<file path="src/rtl/rnn_pkg.sv">
// Shared types, register map and saturation helper for the Elman RNN cell.
package rnn_pkg;

    typedef enum logic [2:0] {
        S_IDLE, S_MAC, S_ACT, S_SWAP, S_DENSE, S_DWR, S_DONE
    } state_t;

    localparam logic [3:0] A_CTRL   = 4'd0;
    localparam logic [3:0] A_STATUS = 4'd0;
    localparam logic [3:0] A_X      = 4'd1;
    localparam logic [3:0] A_WX     = 4'd2;
    localparam logic [3:0] A_WH     = 4'd3;
    localparam logic [3:0] A_B      = 4'd4;
    localparam logic [3:0] A_D      = 4'd5;
    localparam logic [3:0] A_DB     = 4'd6;
    localparam logic [3:0] A_Y      = 4'd7;
    localparam logic [3:0] A_SEL    = 4'd8;
    localparam logic [3:0] A_H      = 4'd9;

    localparam int CTRL_START = 0;
    localparam int CTRL_CLR   = 1;
    localparam int CTRL_DENSE = 2;

    localparam int ST_BUSY  = 0;
    localparam int ST_VALID = 1;
    localparam int ST_ERR   = 2;

    localparam int ACT_HTANH = 0;
    localparam int ACT_IDENT = 1;
    localparam int ACT_RELU  = 2;

    localparam int SAT_W = 64;

    // Clamp a wide signed value into the range of a w-bit two's complement number.
    function automatic logic signed [SAT_W-1:0] sat(input logic signed [SAT_W-1:0] v, input int w);
        logic signed [SAT_W-1:0] hi;
        logic signed [SAT_W-1:0] lo;
        hi = (64'sd1 <<< (w - 1)) - 64'sd1;
        lo = ~hi;
        if (v > hi) return hi;
        if (v < lo) return lo;
        return v;
    endfunction

endpackage

</file>
<file path="src/rtl/fx_mac.sv">
// Signed DWxDW multiply-accumulate; result is sat((acc >>> FRAC) + bias).
module fx_mac
    import rnn_pkg::*;
#(
    parameter int DW   = 16,
    parameter int FRAC = 8,
    parameter int AW   = 36
) (
    input  logic                 clk,
    input  logic                 rst,
    input  logic                 clr,
    input  logic                 en,
    input  logic signed [DW-1:0] a,
    input  logic signed [DW-1:0] b,
    input  logic signed [DW-1:0] bias,
    output logic signed [DW-1:0] res
);

    logic signed [2*DW-1:0]  prod;
    logic signed [AW-1:0]    acc;
    logic signed [AW-1:0]    shifted;
    logic signed [SAT_W-1:0] sum;

    assign prod = a * b;

    always_ff @(posedge clk) begin
        if (rst || clr)
            acc <= '0;
        else if (en)
            acc <= acc + {{(AW-2*DW){prod[2*DW-1]}}, prod};
    end

    assign shifted = acc >>> FRAC;
    assign sum     = {{(SAT_W-AW){shifted[AW-1]}}, shifted} + {{(SAT_W-DW){bias[DW-1]}}, bias};
    assign res     = DW'(sat(sum, DW));

endmodule

</file>
<file path="src/rtl/rnn_cell_p.sv">
// Elman RNN cell: h' = act(b + Wx*x + Wh*h), optional dense head y = db + D*h',
// all computed serially through one shared fixed-point MAC.
module rnn_cell_p
    import rnn_pkg::*;
#(
    parameter int DW     = 16,
    parameter int FRAC   = 8,
    parameter int EMB    = 4,
    parameter int HID    = 8,
    parameter int OUT_CH = 2,
    parameter int ACT    = 0
) (
    input  logic        clk,
    input  logic        rst,
    input  logic        read,
    input  logic        write,
    input  logic [3:0]  addr,
    input  logic [31:0] data_in,
    output logic [31:0] data_out
);

    localparam int NK = EMB + HID;
    localparam int CW = $clog2(NK + 1);
    localparam int AW = 2*DW + $clog2(NK);
    localparam int EW = (EMB > 1) ? $clog2(EMB) : 1;
    localparam int HW = (HID > 1) ? $clog2(HID) : 1;
    localparam int OW = (OUT_CH > 1) ? $clog2(OUT_CH) : 1;
    localparam logic signed [DW-1:0] ONE     = DW'(1 << FRAC);
    localparam logic signed [DW-1:0] NEG_ONE = -ONE;

    logic signed [DW-1:0] x_mem  [EMB];
    logic signed [DW-1:0] wx     [EMB][HID];
    logic signed [DW-1:0] wh     [HID][HID];
    logic signed [DW-1:0] b_mem  [HID];
    logic signed [DW-1:0] d_mem  [OUT_CH][HID];
    logic signed [DW-1:0] db_mem [OUT_CH];
    logic signed [DW-1:0] y_mem  [OUT_CH];
    logic signed [DW-1:0] h_mem  [2][HID];

    state_t        state;
    logic          busy, valid, err, dense_en, bank;
    logic [7:0]    sel;
    logic [CW-1:0] k, kh;
    logic [HW-1:0] j;
    logic [OW-1:0] c;

    logic [7:0]           row, col;
    logic signed [DW-1:0] val;
    logic signed [DW-1:0] op_a, op_b, bias, mac_res, act_val, rd_v;
    logic                 mac_en, rd_hit;

    assign row = data_in[31:24];
    assign col = data_in[23:16];
    assign val = data_in[DW-1:0];
    assign kh  = k - CW'(EMB);

    // Input terms come first (k < EMB), then recurrent terms from the active bank.
    always_comb begin
        op_a = '0;
        op_b = '0;
        if (state == S_MAC) begin
            if (k < CW'(EMB)) begin
                op_a = x_mem[EW'(k)];
                op_b = wx[EW'(k)][j];
            end else begin
                op_a = h_mem[bank][HW'(kh)];
                op_b = wh[HW'(kh)][j];
            end
        end else if (state == S_DENSE) begin
            op_a = h_mem[bank][HW'(k)];
            op_b = d_mem[c][HW'(k)];
        end
    end

    assign bias   = (state == S_DWR) ? db_mem[c] : b_mem[j];
    assign mac_en = (state == S_MAC) || (state == S_DENSE);

    fx_mac #(.DW(DW), .FRAC(FRAC), .AW(AW)) u_mac (
        .clk  (clk),
        .rst  (rst),
        .clr  (!mac_en),
        .en   (mac_en),
        .a    (op_a),
        .b    (op_b),
        .bias (bias),
        .res  (mac_res)
    );

    always_comb begin
        act_val = mac_res;
        if (ACT == ACT_HTANH) begin
            if (mac_res > ONE)          act_val = ONE;
            else if (mac_res < NEG_ONE) act_val = NEG_ONE;
        end else if (ACT == ACT_RELU && mac_res[DW-1]) begin
            act_val = '0;
        end
    end

    always_ff @(posedge clk) begin
        if (rst) begin
            state    <= S_IDLE;
            busy     <= 1'b0;
            valid    <= 1'b0;
            err      <= 1'b0;
            dense_en <= 1'b0;
            bank     <= 1'b0;
            sel      <= '0;
            k        <= '0;
            j        <= '0;
            c        <= '0;
            for (int i = 0; i < EMB; i++) begin
                x_mem[i] <= '0;
                for (int n = 0; n < HID; n++) wx[i][n] <= '0;
            end
            for (int i = 0; i < HID; i++) begin
                b_mem[i]    <= '0;
                h_mem[0][i] <= '0;
                h_mem[1][i] <= '0;
                for (int n = 0; n < HID; n++) wh[i][n] <= '0;
            end
            for (int i = 0; i < OUT_CH; i++) begin
                db_mem[i] <= '0;
                y_mem[i]  <= '0;
                for (int n = 0; n < HID; n++) d_mem[i][n] <= '0;
            end
        end else begin
            case (state)
                S_IDLE: if (write) begin
                    case (addr)
                        A_CTRL: begin
                            if (data_in[CTRL_CLR]) begin
                                valid <= 1'b0;
                                for (int i = 0; i < HID; i++) begin
                                    h_mem[0][i] <= '0;
                                    h_mem[1][i] <= '0;
                                end
                            end
                            if (data_in[CTRL_START]) begin
                                valid    <= 1'b0;
                                err      <= 1'b0;
                                busy     <= 1'b1;
                                dense_en <= data_in[CTRL_DENSE];
                                k        <= '0;
                                j        <= '0;
                                c        <= '0;
                                state    <= S_MAC;
                            end
                        end
                        A_X:  if ({1'b0, col} < 9'(EMB)) x_mem[EW'(col)] <= val;
                        A_WX: if ({1'b0, row} < 9'(EMB) && {1'b0, col} < 9'(HID))
                                  wx[EW'(row)][HW'(col)] <= val;
                        A_WH: if ({1'b0, row} < 9'(HID) && {1'b0, col} < 9'(HID))
                                  wh[HW'(row)][HW'(col)] <= val;
                        A_B:  if ({1'b0, col} < 9'(HID)) b_mem[HW'(col)] <= val;
                        A_D:  if ({1'b0, row} < 9'(OUT_CH) && {1'b0, col} < 9'(HID))
                                  d_mem[OW'(row)][HW'(col)] <= val;
                        A_DB: if ({1'b0, row} < 9'(OUT_CH)) db_mem[OW'(row)] <= val;
                        default: ;
                    endcase
                end
                S_MAC: begin
                    if (k == CW'(NK - 1)) begin
                        k     <= '0;
                        state <= S_ACT;
                    end else begin
                        k <= k + 1'b1;
                    end
                end
                S_ACT: begin
                    h_mem[~bank][j] <= act_val;
                    if (j == HW'(HID - 1)) begin
                        state <= S_SWAP;
                    end else begin
                        j     <= j + 1'b1;
                        state <= S_MAC;
                    end
                end
                S_SWAP: begin
                    bank  <= ~bank;
                    k     <= '0;
                    c     <= '0;
                    state <= dense_en ? S_DENSE : S_DONE;
                end
                S_DENSE: begin
                    if (k == CW'(HID - 1)) begin
                        k     <= '0;
                        state <= S_DWR;
                    end else begin
                        k <= k + 1'b1;
                    end
                end
                S_DWR: begin
                    y_mem[c] <= mac_res;
                    if (c == OW'(OUT_CH - 1)) begin
                        state <= S_DONE;
                    end else begin
                        c     <= c + 1'b1;
                        state <= S_DENSE;
                    end
                end
                S_DONE: begin
                    valid <= 1'b1;
                    busy  <= 1'b0;
                    state <= S_IDLE;
                end
                default: state <= S_IDLE;
            endcase

            // Parameter and control writes are rejected while a step runs; SEL never is.
            if (write && state != S_IDLE && addr <= A_DB)
                err <= 1'b1;
            if (write && addr == A_SEL)
                sel <= data_in[7:0];
        end
    end

    always_comb begin
        data_out = '0;
        rd_v     = '0;
        rd_hit   = 1'b0;
        if (read) begin
            case (addr)
                A_STATUS: data_out = {29'b0, err, valid, busy};
                A_Y: if ({1'b0, sel} < 9'(OUT_CH)) begin
                    rd_v   = y_mem[OW'(sel)];
                    rd_hit = 1'b1;
                end
                A_H: if ({1'b0, sel} < 9'(HID)) begin
                    rd_v   = h_mem[bank][HW'(sel)];
                    rd_hit = 1'b1;
                end
                default: ;
            endcase
            if (rd_hit)
                data_out = {{(32-DW){rd_v[DW-1]}}, rd_v};
        end
    end

endmodule
</file>
<file path="config.mk">
export PLATFORM = sky130hd
export DESIGN_NAME = rnn_cell_p
export DESIGN_NICKNAME = d
export VERILOG_FILES = /design/src/rtl/rnn_pkg.sv /design/src/rtl/fx_mac.sv /design/src/rtl/rnn_cell_p.sv
export SDC_FILE = /design/constraint.sdc
export NUM_CORES = 2
export LEC_CHECK = 0
export BUFFER_PORTS_ARGS = -buffer_cell sky130_fd_sc_hd__buf_2
export CORE_MARGIN = 1.5
export CORE_UTILIZATION = 30
export DETAILED_ROUTE_END_ITERATION = 7
export GPL_TIMING_DRIVEN = 1
export PLACE_DENSITY = 0.56
export SLEW_MARGIN = 40
export SYNTH_ARGS = -nofsm -noshare
export SYNTH_HDL_FRONTEND = slang
export SYNTH_HIERARCHICAL = 1
export SYNTH_SLANG_ARGS = --single-unit
</file>
<file path="constraint.sdc">
create_clock -name clk -period 11.79 [get_ports clk]
set_clock_uncertainty 0.1 [all_clocks]
set_input_delay 1.7685 -clock clk [delete_from_list [all_inputs] [get_ports clk]]
set_output_delay 1.7685 -clock clk [all_outputs]
set_load 0.01 [all_outputs]
</file>
==> results summary <==
The run finished, with violations left. The checks that failed: design-rule violations. The post-detailed-route DRC marker count came out at 27.

The number of antenna violations at the first check in global routing is 36. The most common library cell in the layout ignoring fill and taps is sky130_fd_sc_hd__edfxtp_1. At the pin with the least slew margin, the transition time is 0.922 ns. Before antenna repair, the detailed router went through 8 iterations. The path type of the worst min-delay path is flip-flop to flip-flop. The routed wire length is 397,000 µm. The number of storage elements in the synthesis netlist is 2,372.

Along the worst path, the maximum fanout reaches 34. The highest ir drop seen on vdd came out at around 110 µV. The smallest setup slack after layout came out at 0.414 ns. The cell area after synthesis came out at 122,000 µm². The dominant synthesized flop cell is sky130_fd_sc_hd__edfxtp_1. The number of vias after detailed routing came out at around 76,000. Subtracting the final worst setup slack from the clock period gives 11.38 ns.

The data required time at the worst endpoint came out at 12.48 ns. In the final routed layout, each cell accounts on average for 27.0 µm. The startpoint identified for the worst register-to-register timing path is k[2].

In this run the number of cells on the critical path is 38. The number of standard cells in the final layout excluding fillers came out at 14,700. The minimum hold slack came out at 0.382 ns. The detail-routed via count per cell is approximately 5.2. The number of buffers on the longest clock path is 4. The placed instance count is 14,200.

The final RePlAce weighted congestion is around 0.9. STA classifies the critical path startpoint as a flip-flop. Setup repair after global routing left no endpoint under its margin. The final sum of negative setup slack is 0 ns.

At the worst endpoint, the arrival time is 12.07 ns. The utilization after layout came out at 0.341. The register-to-register setup slack is 0.41 ns. The number of flops mapped to enable cells by yosys came out at 2,304. The most numerous cell on the critical path is sky130_fd_sc_hd__fa_1. The worst stage delay on the critical path is 0.80 ns. The via count of the first global-routing pass came out at between 70,000 and 80,000. After layout, the design draws a total of approximately 18 mW. Entering global routing, the biggest net connects between 80 and 90 pins.

The cell sitting at the root of the clock tree is a sky130_fd_sc_hd__clkbuf_16. In this run, distinct cell masters in the synthesized netlist total 100. The sequential-to-total area share from yosys stat came out at 0.577. The starting utilization of the core area came out at 0.301. The number of nets in the synthesized netlist came out at 9,491.

Detailed placement ended at an HPWL of 261,000 µm. The number of hold violations in the final report came out at 0. The die outline width is 642 µm. The count of mapped cells out of synthesis came out at 9,037. The total count of max-transition violations in the final report is 0. The count of buffers added on input and output ports is 71.

The analysis attributes to cell leakage a power of slightly above 50 nW. STA classifies the critical path endpoint as a flip-flop. The die span in y came out at between 600 and 700 µm. In this run the tightest slew margin relative to its limit is 0.384. The combined buffer and inverter count along the critical path is 5. The floorplan row count came out at between 200 and 250. The cell family contributing the most delay on the critical path is adder cells. The power per unit of standard cell area came out at 133 nW/µm². The layout cell share with drive strength beyond 1 is 0.178. Once detail routing completed, the nets flagged for antenna violations numbered 0. The final critical-path share of the clock period is 0.965. TritonCTS built the clock tree. For this run, the top clock speed supported by timing is 87.9 MHz. The number of clock sinks is around 2,400. The total I/O pin count is between 70 and 80. In the global route stage, overall resource usage came out at 0.188. The core region is 406,000 µm². The number of maximum-capacitance violations came out at 0. Buffers inserted during clock tree synthesis total 263. The area of the die came out at ~410,000 µm².

The total number of yosys warnings is 6. The finished layout cell area came out at 139,000 µm². The total congestion overflow came out at 0. In this run the worst setup path terminates at u_mac/acc[35]. In the layout the commonest cells are 2,304 x sky130_fd_sc_hd__edfxtp_1, 2,035 x sky130_fd_sc_hd__and2_1, 554 x sky130_fd_sc_hd__nor2_1. The worst setup timing slack at the placement stage is between 0.07 and 0.08 ns. The worst setup path is of the flip-flop to flip-flop kind. Among all stages on the critical path, the largest delay is contributed by sky130_fd_sc_hd__dfxtp_4. The source of the worst hold timing path is dense_en. The insertion delay of the later-clocked pin in the worst-skew pair came out at ~0.92 ns. In this run, the number of DRC markers left after iteration 0 of detailed routing was between 8,000 and 9,000. In this run the critical register-to-register path is captured at u_mac/acc[35]. The total number of H-tree levels is 5. The first global-routing pass estimated 563,000 µm of wire.

In the synthesized netlist the async set-or-reset flop fraction comes to 0. Tracing the worst setup path back leads to its startpoint at k[2]. Counting cells, the worst reg-to-reg path comes to 38. The clock edge transition at the registers on the reported setup and hold paths came out at ~0.07 ns.

The synthesized area divided by synthesized cell count came out at 13.5 µm². The layout overhead on the synthesized area is 13.4%. The number of buffers inserted by hold repair at cts is 0. The final net count is about 9,500. After detailed placement, the total cell area comes to 130,000 µm². The total setup violations reported at the end of the flow is 0.
logic make-up (layout without fill, tap and decap cells):
| family | count (synthesis) | after routing | share of synthesized area |
|---|---|---|---|
| AOI/OAI and AO/OA | 769 | 769 | 0.0418 |
| xor gates and xnor gates | 83 | 83 | 0.00594 |
| adders and majority gates | 414 | 414 | 0.0585 |
| DFF | 2372 | 2372 | 0.577 |
| and+or+nand+nor | 3422 | 3422 | 0.159 |
| muxes | 893 | 893 | 0.122 |
| buffers and inverters | 1084 | 1298 | 0.0355 |
| other | 0 | 16 | 0 |
sequential cells by signal (all words and copies together) (netlist names), 3 cells and up, named ones only:
name and flops:
wx 512, k 4, d_mem 256, state 3, y_mem 32, u_mac/acc 36, h_mem 256, db_mem 32
sel 8, wh 1024, j 3, b_mem 128, x_mem 64
Yosys cell counts, drive strengths merged (22+ instances only):
master,instances,share of area
fa,264,0.043
clkbuf,559,0.018
or2,121,0.0062
nor2,594,0.020
edfxtp,2304,0.57
nand2b,30,0.0015
o22ai,100,0.0051
a22oi,73,0.0045
inv,352,0.011
a21oi,177,0.0072
a21o,46,0.0029
xor2,26,0.0019
nor3,38,0.0016
mux2i,394,0.032
xnor2,57,0.0041
nor2b,39,0.0020
o21ai,120,0.0050
nand2,301,0.0093
nand3,69,0.0031
a211oi,49,0.0030
and3,79,0.0040
mux4,479,0.088
dfxtp,68,0.011
buf,170,0.0071
o21a,25,0.0015
ha,150,0.015
nand4,22,0.0011
and2,2038,0.10
routing by layer:
metal | vias up | part of all wire | routed length, µm | track usage
li1 | 32500 | - | - | -
met1 | 39800 | 0.41 | 164000 | 0.258
met2 | 3346 | 0.47 | 185000 | 0.302
met3 | 625 | 0.083 | 33000 | 0.0319
met4 | 8 | 0.037 | 14600 | 0.0633
met5 | - | 0.00012 | 48 | 0
how the worst min path moves through the flow:
stage	to	slack (ns)	depth (start not counted)
2_1_floorplan	busy	0.35	2
3_3_place_gp	dense_en	0.36	2
3_5_place_dp	dense_en	0.37	2
4_1_cts	dense_en	0.38	2
5_1_grt	err	0.40	2
6_report	dense_en	0.38	2
timing repair:
item | in CTS | in global routing
buffers inserted | 0 | 7
endpoints found under the setup margin | 1 | 10
gates resized for setup | 1 | 14
worst reg2reg max path: cells and delay by family, from the launching register on:
kind	cells	cell delay, ns
AOI/OAI and AO/OA	15	3.30
xor gates and xnor gates	2	0.30
adders and majority gates	8	3.72
buffers and inverters	5	0.46
DFF	1	0.80
muxes	2	0.97
and+or+nand+nor	6	1.61
power by group:
part / total, mW / leakage [nW] / switching [mW] / internal, mW
registers: 9.57 / 24.4 / 0.0787 / 9.49
clock network: 8.00 / 3.94 / 3.56 / 4.45
logic: 0.874 / 22.0 / 0.651 / 0.223
layout make-up:
type | count | area (µm²)
Antenna cell | 16 | 40.0
Clock buffer | 331 | 6960
Clock inverter | 125 | 1110
Fill cell | 39300 | 267000
Inverter | 355 | 1340
Multi-Input combinational cell | 5581 | 47900
Sequential cell | 2372 | 70600
Tap cell | 5428 | 6790
Timing Repair Buffer | 487 | 3970
No activity file was read; power rests on OpenSTA's default activity.
